===== config.mk =====
export PLATFORM = sky130hd
export DESIGN_NAME = jtag_tap_core
export DESIGN_NICKNAME = d
export VERILOG_FILES = /design/src/rtl/jtag_tap_core.sv
export SDC_FILE = /design/constraint.sdc
export NUM_CORES = 1
export LEC_CHECK = 0
export CAP_MARGIN = 20
export CORE_ASPECT_RATIO = 1.25
export CORE_MARGIN = 2
export CORE_UTILIZATION = 55
export DETAILED_ROUTE_END_ITERATION = 16
export PLACE_DENSITY = 0.75
export SYNTH_ARGS = -nofsm -noshare
export SYNTH_HDL_FRONTEND = slang
export SYNTH_SLANG_ARGS = --single-unit

===== constraint.sdc =====
create_clock -name TCK -period 2.4 [get_ports TCK]
set_input_delay 0.36 -clock TCK [delete_from_list [all_inputs] [get_ports TCK]]
set_output_delay 0.36 -clock TCK [all_outputs]
set_load 0.005 [all_outputs]

===== src/rtl/jtag_tap_core.sv =====
// -----------------------------------------------------------------------------
// jtag_tap_core
//
// IEEE 1149.1 TAP controller with its own instruction register, BYPASS
// register, 32-bit IDCODE register and TDO multiplexer. The active instruction
// is decoded into one-hot select lines for NUM_USER external user data
// registers, which are driven by the CaptureDR / ShiftDR / UpdateDR levels.
//
// Ports
//   TCK        in   test clock; state changes on posedge, TDO on negedge
//   reset_bar  in   asynchronous active-low TAP reset (TRST)
//   TMS        in   test mode select, sampled on posedge TCK
//   TDI        in   test data in, sampled on posedge TCK
//   TDO        out  test data out, registered on negedge TCK
//   enable_TDO out  TDO output enable, high in SHIFT_DR / SHIFT_IR
//   tap_state  out  current FSM state (0 = TEST_LOGIC_RESET .. F = UPDATE_IR)
//   ir_out     out  currently active instruction
//   test_rst   out  high while in TEST_LOGIC_RESET
//   sel_user   out  one-hot user data register select
//   CaptureDR  out  high in CAPTURE_DR while a user DR is selected
//   ShiftDR    out  high in SHIFT_DR while a user DR is selected
//   UpdateDR   out  high in UPDATE_DR while a user DR is selected
//   user_tdo   in   serial outputs of the user DRs (LSB first)
//
// Handshakes: none. User logic samples the strobe levels on posedge TCK.
// -----------------------------------------------------------------------------
module jtag_tap_core #(
  parameter int                  IR_WIDTH      = 4,
  parameter logic [31:0]         IDCODE_VAL    = 32'h0BA0_0477,
  parameter logic [IR_WIDTH-1:0] IDCODE_OPC    = IR_WIDTH'(1),
  parameter int                  NUM_USER      = 2,
  parameter logic [IR_WIDTH-1:0] USER_OPC_BASE = IR_WIDTH'(2)
) (
  input  logic                TCK,
  input  logic                reset_bar,
  input  logic                TMS,
  input  logic                TDI,
  output logic                TDO,
  output logic                enable_TDO,
  output logic [3:0]          tap_state,
  output logic [IR_WIDTH-1:0] ir_out,
  output logic                test_rst,
  output logic [NUM_USER-1:0] sel_user,
  output logic                CaptureDR,
  output logic                ShiftDR,
  output logic                UpdateDR,
  input  logic [NUM_USER-1:0] user_tdo
);

  typedef enum logic [3:0] {
    TLR    = 4'h0,
    RTI    = 4'h1,
    SEL_DR = 4'h2,
    CAP_DR = 4'h3,
    SH_DR  = 4'h4,
    EX1_DR = 4'h5,
    PA_DR  = 4'h6,
    EX2_DR = 4'h7,
    UPD_DR = 4'h8,
    SEL_IR = 4'h9,
    CAP_IR = 4'hA,
    SH_IR  = 4'hB,
    EX1_IR = 4'hC,
    PA_IR  = 4'hD,
    EX2_IR = 4'hE,
    UPD_IR = 4'hF
  } tap_state_t;

  tap_state_t          r_state;
  logic [IR_WIDTH-1:0] r_ir_sr;
  logic [IR_WIDTH-1:0] r_ir_hold;
  logic                r_bypass;
  logic [31:0]         r_idcode;
  logic                r_tdo;
  logic                r_en;

  logic                w_all_ones;
  logic                w_sel_idcode;
  logic                w_sel_bypass;
  logic                w_any_user;
  logic                w_user_bit;

  // ---------------------------------------------------------------------------
  // TAP state machine
  // ---------------------------------------------------------------------------
  always_ff @(posedge TCK or negedge reset_bar) begin
    if (!reset_bar) begin
      r_state <= TLR;
    end else begin
      case (r_state)
        TLR:    r_state <= TMS ? TLR    : RTI;
        RTI:    r_state <= TMS ? SEL_DR : RTI;
        SEL_DR: r_state <= TMS ? SEL_IR : CAP_DR;
        CAP_DR: r_state <= TMS ? EX1_DR : SH_DR;
        SH_DR:  r_state <= TMS ? EX1_DR : SH_DR;
        EX1_DR: r_state <= TMS ? UPD_DR : PA_DR;
        PA_DR:  r_state <= TMS ? EX2_DR : PA_DR;
        EX2_DR: r_state <= TMS ? UPD_DR : SH_DR;
        UPD_DR: r_state <= TMS ? SEL_DR : RTI;
        SEL_IR: r_state <= TMS ? TLR    : CAP_IR;
        CAP_IR: r_state <= TMS ? EX1_IR : SH_IR;
        SH_IR:  r_state <= TMS ? EX1_IR : SH_IR;
        EX1_IR: r_state <= TMS ? UPD_IR : PA_IR;
        PA_IR:  r_state <= TMS ? EX2_IR : PA_IR;
        EX2_IR: r_state <= TMS ? UPD_IR : SH_IR;
        UPD_IR: r_state <= TMS ? SEL_DR : RTI;
      endcase
    end
  end

  assign tap_state = r_state;
  assign test_rst  = (r_state == TLR);

  // ---------------------------------------------------------------------------
  // Instruction register
  // ---------------------------------------------------------------------------
  // Capture pattern: bit0 = 1, bit1 = 0, all upper bits 0.
  always_ff @(posedge TCK or negedge reset_bar) begin
    if (!reset_bar) begin
      r_ir_sr <= '0;
    end else if (r_state == CAP_IR) begin
      r_ir_sr <= IR_WIDTH'(1);
    end else if (r_state == SH_IR) begin
      r_ir_sr <= {TDI, r_ir_sr[IR_WIDTH-1:1]};
    end
  end

  // The active instruction updates on the negedge in UPDATE_IR. Entering TLR
  // must show IDCODE on the very posedge that enters it, so TLR overrides the
  // held value combinationally; the hold register picks up IDCODE_OPC on the
  // following negedge, so leaving TLR keeps it.
  always_ff @(negedge TCK or negedge reset_bar) begin
    if (!reset_bar) begin
      r_ir_hold <= IDCODE_OPC;
    end else if (r_state == TLR) begin
      r_ir_hold <= IDCODE_OPC;
    end else if (r_state == UPD_IR) begin
      r_ir_hold <= r_ir_sr;
    end
  end

  assign ir_out = (r_state == TLR) ? IDCODE_OPC : r_ir_hold;

  // ---------------------------------------------------------------------------
  // Instruction decode
  // ---------------------------------------------------------------------------
  assign w_all_ones   = &ir_out;
  assign w_sel_idcode = (ir_out == IDCODE_OPC);

  // All-ones is always BYPASS, even if a user opcode would alias onto it.
  for (genvar g = 0; g < NUM_USER; g++) begin : g_user_dec
    assign sel_user[g] = (ir_out == (USER_OPC_BASE + IR_WIDTH'(g))) &&
                         !w_all_ones && !w_sel_idcode;
  end

  assign w_any_user   = |sel_user;
  assign w_sel_bypass = !w_sel_idcode && !w_any_user;
  assign w_user_bit   = |(sel_user & user_tdo);

  assign CaptureDR = (r_state == CAP_DR) && w_any_user;
  assign ShiftDR   = (r_state == SH_DR)  && w_any_user;
  assign UpdateDR  = (r_state == UPD_DR) && w_any_user;

  // ---------------------------------------------------------------------------
  // BYPASS and IDCODE data registers
  // ---------------------------------------------------------------------------
  always_ff @(posedge TCK or negedge reset_bar) begin
    if (!reset_bar) begin
      r_bypass <= 1'b0;
    end else if (r_state == CAP_DR) begin
      r_bypass <= 1'b0;
    end else if (r_state == SH_DR && w_sel_bypass) begin
      r_bypass <= TDI;
    end
  end

  always_ff @(posedge TCK or negedge reset_bar) begin
    if (!reset_bar) begin
      r_idcode <= IDCODE_VAL;
    end else if (r_state == CAP_DR && w_sel_idcode) begin
      r_idcode <= IDCODE_VAL;
    end else if (r_state == SH_DR && w_sel_idcode) begin
      r_idcode <= {TDI, r_idcode[31:1]};
    end
  end

  // ---------------------------------------------------------------------------
  // TDO mux, registered on the falling edge
  // ---------------------------------------------------------------------------
  always_ff @(negedge TCK or negedge reset_bar) begin
    if (!reset_bar) begin
      r_tdo <= 1'b0;
      r_en  <= 1'b0;
    end else if (r_state == SH_IR) begin
      r_tdo <= r_ir_sr[0];
      r_en  <= 1'b1;
    end else if (r_state == SH_DR) begin
      r_en  <= 1'b1;
      if (w_sel_idcode) begin
        r_tdo <= r_idcode[0];
      end else if (w_any_user) begin
        r_tdo <= w_user_bit;
      end else begin
        r_tdo <= r_bypass;
      end
    end else begin
      r_tdo <= 1'b0;
      r_en  <= 1'b0;
    end
  end

  assign TDO        = r_tdo;
  assign enable_TDO = r_en;

endmodule


Word level (Yosys, flattened, before mapping)
Index checks and enable logic that the tools add are counted.
{ "totals": {"output_inout_bits": 16, "reg_bits": 47, "elab_cells": 79, "input_bits": 6} }
{ "classes": {"reduce_logical": 25, "muxes": 28, "n_eq_ne": 18, "bitwise": 1} }
{ "op_table": {"columns": ["cell", "n"], "rows": [
  ["2-to-1 mux 32 bit", 2],
  ["case mux 4 bit (12 select lines)", 1],
  ["2-to-1 mux 4 bit", 9],
  ["equality test 4 bit, second input constant", 8],
  ["equality test 4 x 2 -> 1 bit, second input constant", 4],
  ["equality test 4 x 3 -> 1 bit, second input constant", 4],
  ["logical AND 1 bit", 11],
  ["2-to-1 mux 1 bit", 11],
  ["equality test 4 x 1 -> 1 bit, second input constant", 2],
  ["nonzero test 2 bit", 4],
  ["OR reduction 2 bit", 4],
  ["2-to-1 mux 2 bit", 3],
  ["2-to-1 mux 3 bit", 2],
  ["zero test 4 bit", 1],
  ["AND reduction 4 bit", 1],
  ["zero test 1 bit", 3],
  ["OR reduction 3 bit", 1],
  ["AND 2 bit", 1]
]} }

Depth between registers and ports, before layout
{ "depth": {"ltp_word": 12, "depth_mapped": 7, "ltp_nobuf": 4} }

==> reports/metrics.yaml <==
placement:
  place_congestion: 0.773
  postPlaceCellArea_sq_um: 2840
  dp_hpwl_mm: 3.21
  port_buffers: 21
die:
  dieHeight_microns: 77.9
  core_sq_um: 4130
  io_pins: 22
  die_w_microns: 63.1
  die-area_sq_um: 4910
  start_util_pct: 58.1
  placementRows: 26
final_layout:
  finalInstanceArea_sq_um: 3680
  num_antenna_cells: 0
  area_growth_syn_to_layout_pct: 53.2
  drive_above_1_share_pct: 57.8
  nNetsFinal: 325
  utilization_pct: 89.0
grt:
  grt_use_met3_pct: 4.35
  antenna_found_initial: 0
  grt_pass1_wl_mm: 11.0
  grt.overflow.total: 0
  grt_max_degree: 27
  grt_use_met1_pct: 34.1
  top_usage_layer: "met2"
  track_usage_pct: 29.2
  grt_pass1_vias: 2279
  grtUsageMet2_pct: 51.8
timing:
  setup_viol: 46
  drv_slew: 0
  rsz0062_at_grt: "true"
  worst_slew_pin_slew_ns: 0.382
  finalSetupTns_ns: -25.33
  fin_skew_ns: 0.0697
  max-slew-margin-rel_pct: 74.4
  setup_ws_ns: -0.854
  hold_viol: 0
routing:
  vias_per_cell: 5.84
  vias: 2194
  route.detailed.drc: 0
  post_drt_wl_per_cell_microns: 20.5
  wl_mm: 7.70
  ant_nets: 0
  drt_iter0_drc: 163
  drt-pass1-iter-count: 4
critical_path:
  reg2reg_setup_slack_ns: -0.66
  worst_path_largest_cell_delay_ns: 0.43
  criticalPathCategory: "register to output pin"
  path_cells: "or3b_4, or2_4, buf_6, nor2_2, buf_2"
  r2r-start: "r_ir_hold[0]$_DFFE_NN1P_"
  crit_path_start_kind: "register"
  critPathSlowestCell: "dfrtn_1"
  worst_r2r_path_depth: 7
  crit_fanout: 3
  worstPathArrival_ns: 2.89
  worstReg2RegEnd: "r_idcode[22]$_DFFE_PN0P_"
  cp-end-kind: "output pin"
  cp.required_ns: 2.04
logic_synthesis:
  ys_types: 41
  syn-mean-instance-area_sq_um: 9.53
  ys_async_sr_fraction_pct: 100
  ys_ff_latch: 47
  yosysMostFrequentCell: "nand2_1"
  yosys.area.top_type: "dfrtp_1"
  syn_nets: 258
  yosysWarnings: 0
  synth-main-ff-cell: "dfrtp_1"
  synth_cells: 252
  yosys.area.top_type_share_pct: 30.2
  synth_common_cells: "nand2_1, dfrtp_1, o21ai_2"
  synth-edff-count: 0
  synth-seq-area-share_pct: 49.7
  syn_area_sq_um: 2400
  ys_top_cells_by_area: "dfrtp_1, dfstp_2, o21ai_2, nand2_1, dfrtn_1"
run:
  cap_viol_max_count: 0
cts:
  hold_buffers: 0
  cts_num_sinks: 47
  cts_root_buf: "clkbuf_8"
  cts_made_buffers: 5
  clk_path_buf_depth: 2
  cts_tree: "built"
  cts.clk_slew.worst_paths_ns: 0.09
  clock_latency_ns: 0.37
  htreeDepth: 2
status:
  violations: "negative setup slack"
  run_status: "complete, but fails checks"
power:
  p_leak_nw: 1.61
  ir_worst_vdd_uv: 830
  p_per_area_nw_per_um2: 1450
min_path:
  min_path_type: "primary input to asynchronous set/reset pin"
-- logic make-up after synthesis --
logic type             share of synthesized area, %
flip-flops                                     49.7
multiplexers                                  0.886
AND/OR/NAND/NOR                                21.5
XOR/XNOR                                      0.365
buffers and inverters                          7.09
AO/OA/AOI/OAI                                  20.5
-- flip-flops by register name, summed over array words and instances (netlist names) --
| signal | flops |
|---|---|
| r_bypass | 1 |
| enable_TDO | 1 |
| r_ir_sr | 4 |
| r_idcode | 32 |
| tap_state | 4 |
| r_ir_hold | 4 |
| TDO | 1 |
-- power breakdown --
group	internal, mW	total, mW	switching (mW)
combinational	1.61	3.21	1.60
clock	0.377	0.666	0.289
sequential	1.12	1.44	0.321
total	3.11	5.31	2.21
-- stage by stage --
stage          power [mW]  cells  hold slack, ns  setup WS [ns]
3_5_place_dp         3.21    344           0.455         -0.801
2_1_floorplan        2.66    252          0.0644         -0.367
6_report             5.31    376           0.154         -0.854
5_1_grt              5.56    376           0.198         -0.879
4_1_cts              4.84    371           0.155         -0.811
3_3_place_gp         3.15    344           0.450         -0.783
-- worst max-delay path by stage --
| stage | cells past startpoint | slack, ns | to | startpoint |
|---|---|---|---|---|
| after floorplan | 3 | -0.37 | CaptureDR | r_ir_hold[1]$_DFFE_NN0P_ |
| after global placement | 4 | -0.78 | CaptureDR | r_ir_hold[1]$_DFFE_NN0P_ |
| after detailed placement | 4 | -0.80 | CaptureDR | r_ir_hold[1]$_DFFE_NN0P_ |
| after CTS | 5 | -0.81 | sel_user[0] | r_ir_hold[1]$_DFFE_NN0P_ |
| final | 5 | -0.85 | ShiftDR | r_ir_hold[1]$_DFFE_NN0P_ |
| after global routing | 5 | -0.88 | UpdateDR | r_ir_hold[1]$_DFFE_NN0P_ |
-- layout make-up --
type	count	area, sq um
Multi-Input combinational cell	179	1440
Tap cell	56	70.1
Timing Repair Buffer	80	823
Inverter	5	18.8
Clock inverter	2	33.8
Fill cell	190	454
Clock buffer	7	97.6
Sequential cell	47	1200
-- per-layer routing --
| layer | part of all wire, % | wire length (microns) |
|---|---|---|
| met2 | 53 | 4090 |
| met4 | 4.4 | 340 |
| met5 | 0 | 0 |
| met1 | 39 | 2970 |
| met3 | 3.8 | 289 |
-- what timing repair did --
action                     4_1_cts  5_1_grt
resized for setup              125       43
pin swaps                       48       28
cloned                           6        0
buffers inserted                13        9
setup endpoints to repair       49       48
-- layout by cell type, fill, tap and decap left out, types with 3 or more instances in the layout --
| cell | instances |
|---|---|
| buf_16 | 4 |
| nor2_1 | 17 |
| clkdlybuf4s50_1 | 7 |
| buf_2 | 9 |
| nand3_1 | 4 |
| dfstp_2 | 13 |
| nand2_1 | 33 |
| buf_6 | 19 |
| o21ai_2 | 25 |
| inv_1 | 6 |
| or2_4 | 4 |
| dfrtn_1 | 5 |
| o21ai_0 | 9 |
| nand2_4 | 25 |
| dfrtp_2 | 3 |
| dfrtp_1 | 26 |
| clkbuf_8 | 5 |
| buf_4 | 32 |
| o22ai_2 | 5 |
| buf_12 | 5 |
| a21oi_1 | 7 |
| o21ai_4 | 7 |
| a21oi_2 | 4 |
| nand2_2 | 5 |
-- critical path: cells and delay by family, from the launching register on --
family / cells / cell delay, ns
AND/OR/NAND/NOR: 3 / 0.71
flip-flops: 1 / 0.43
buffers and inverters: 2 / 0.25
No activity file was read; power rests on OpenSTA's default activity.
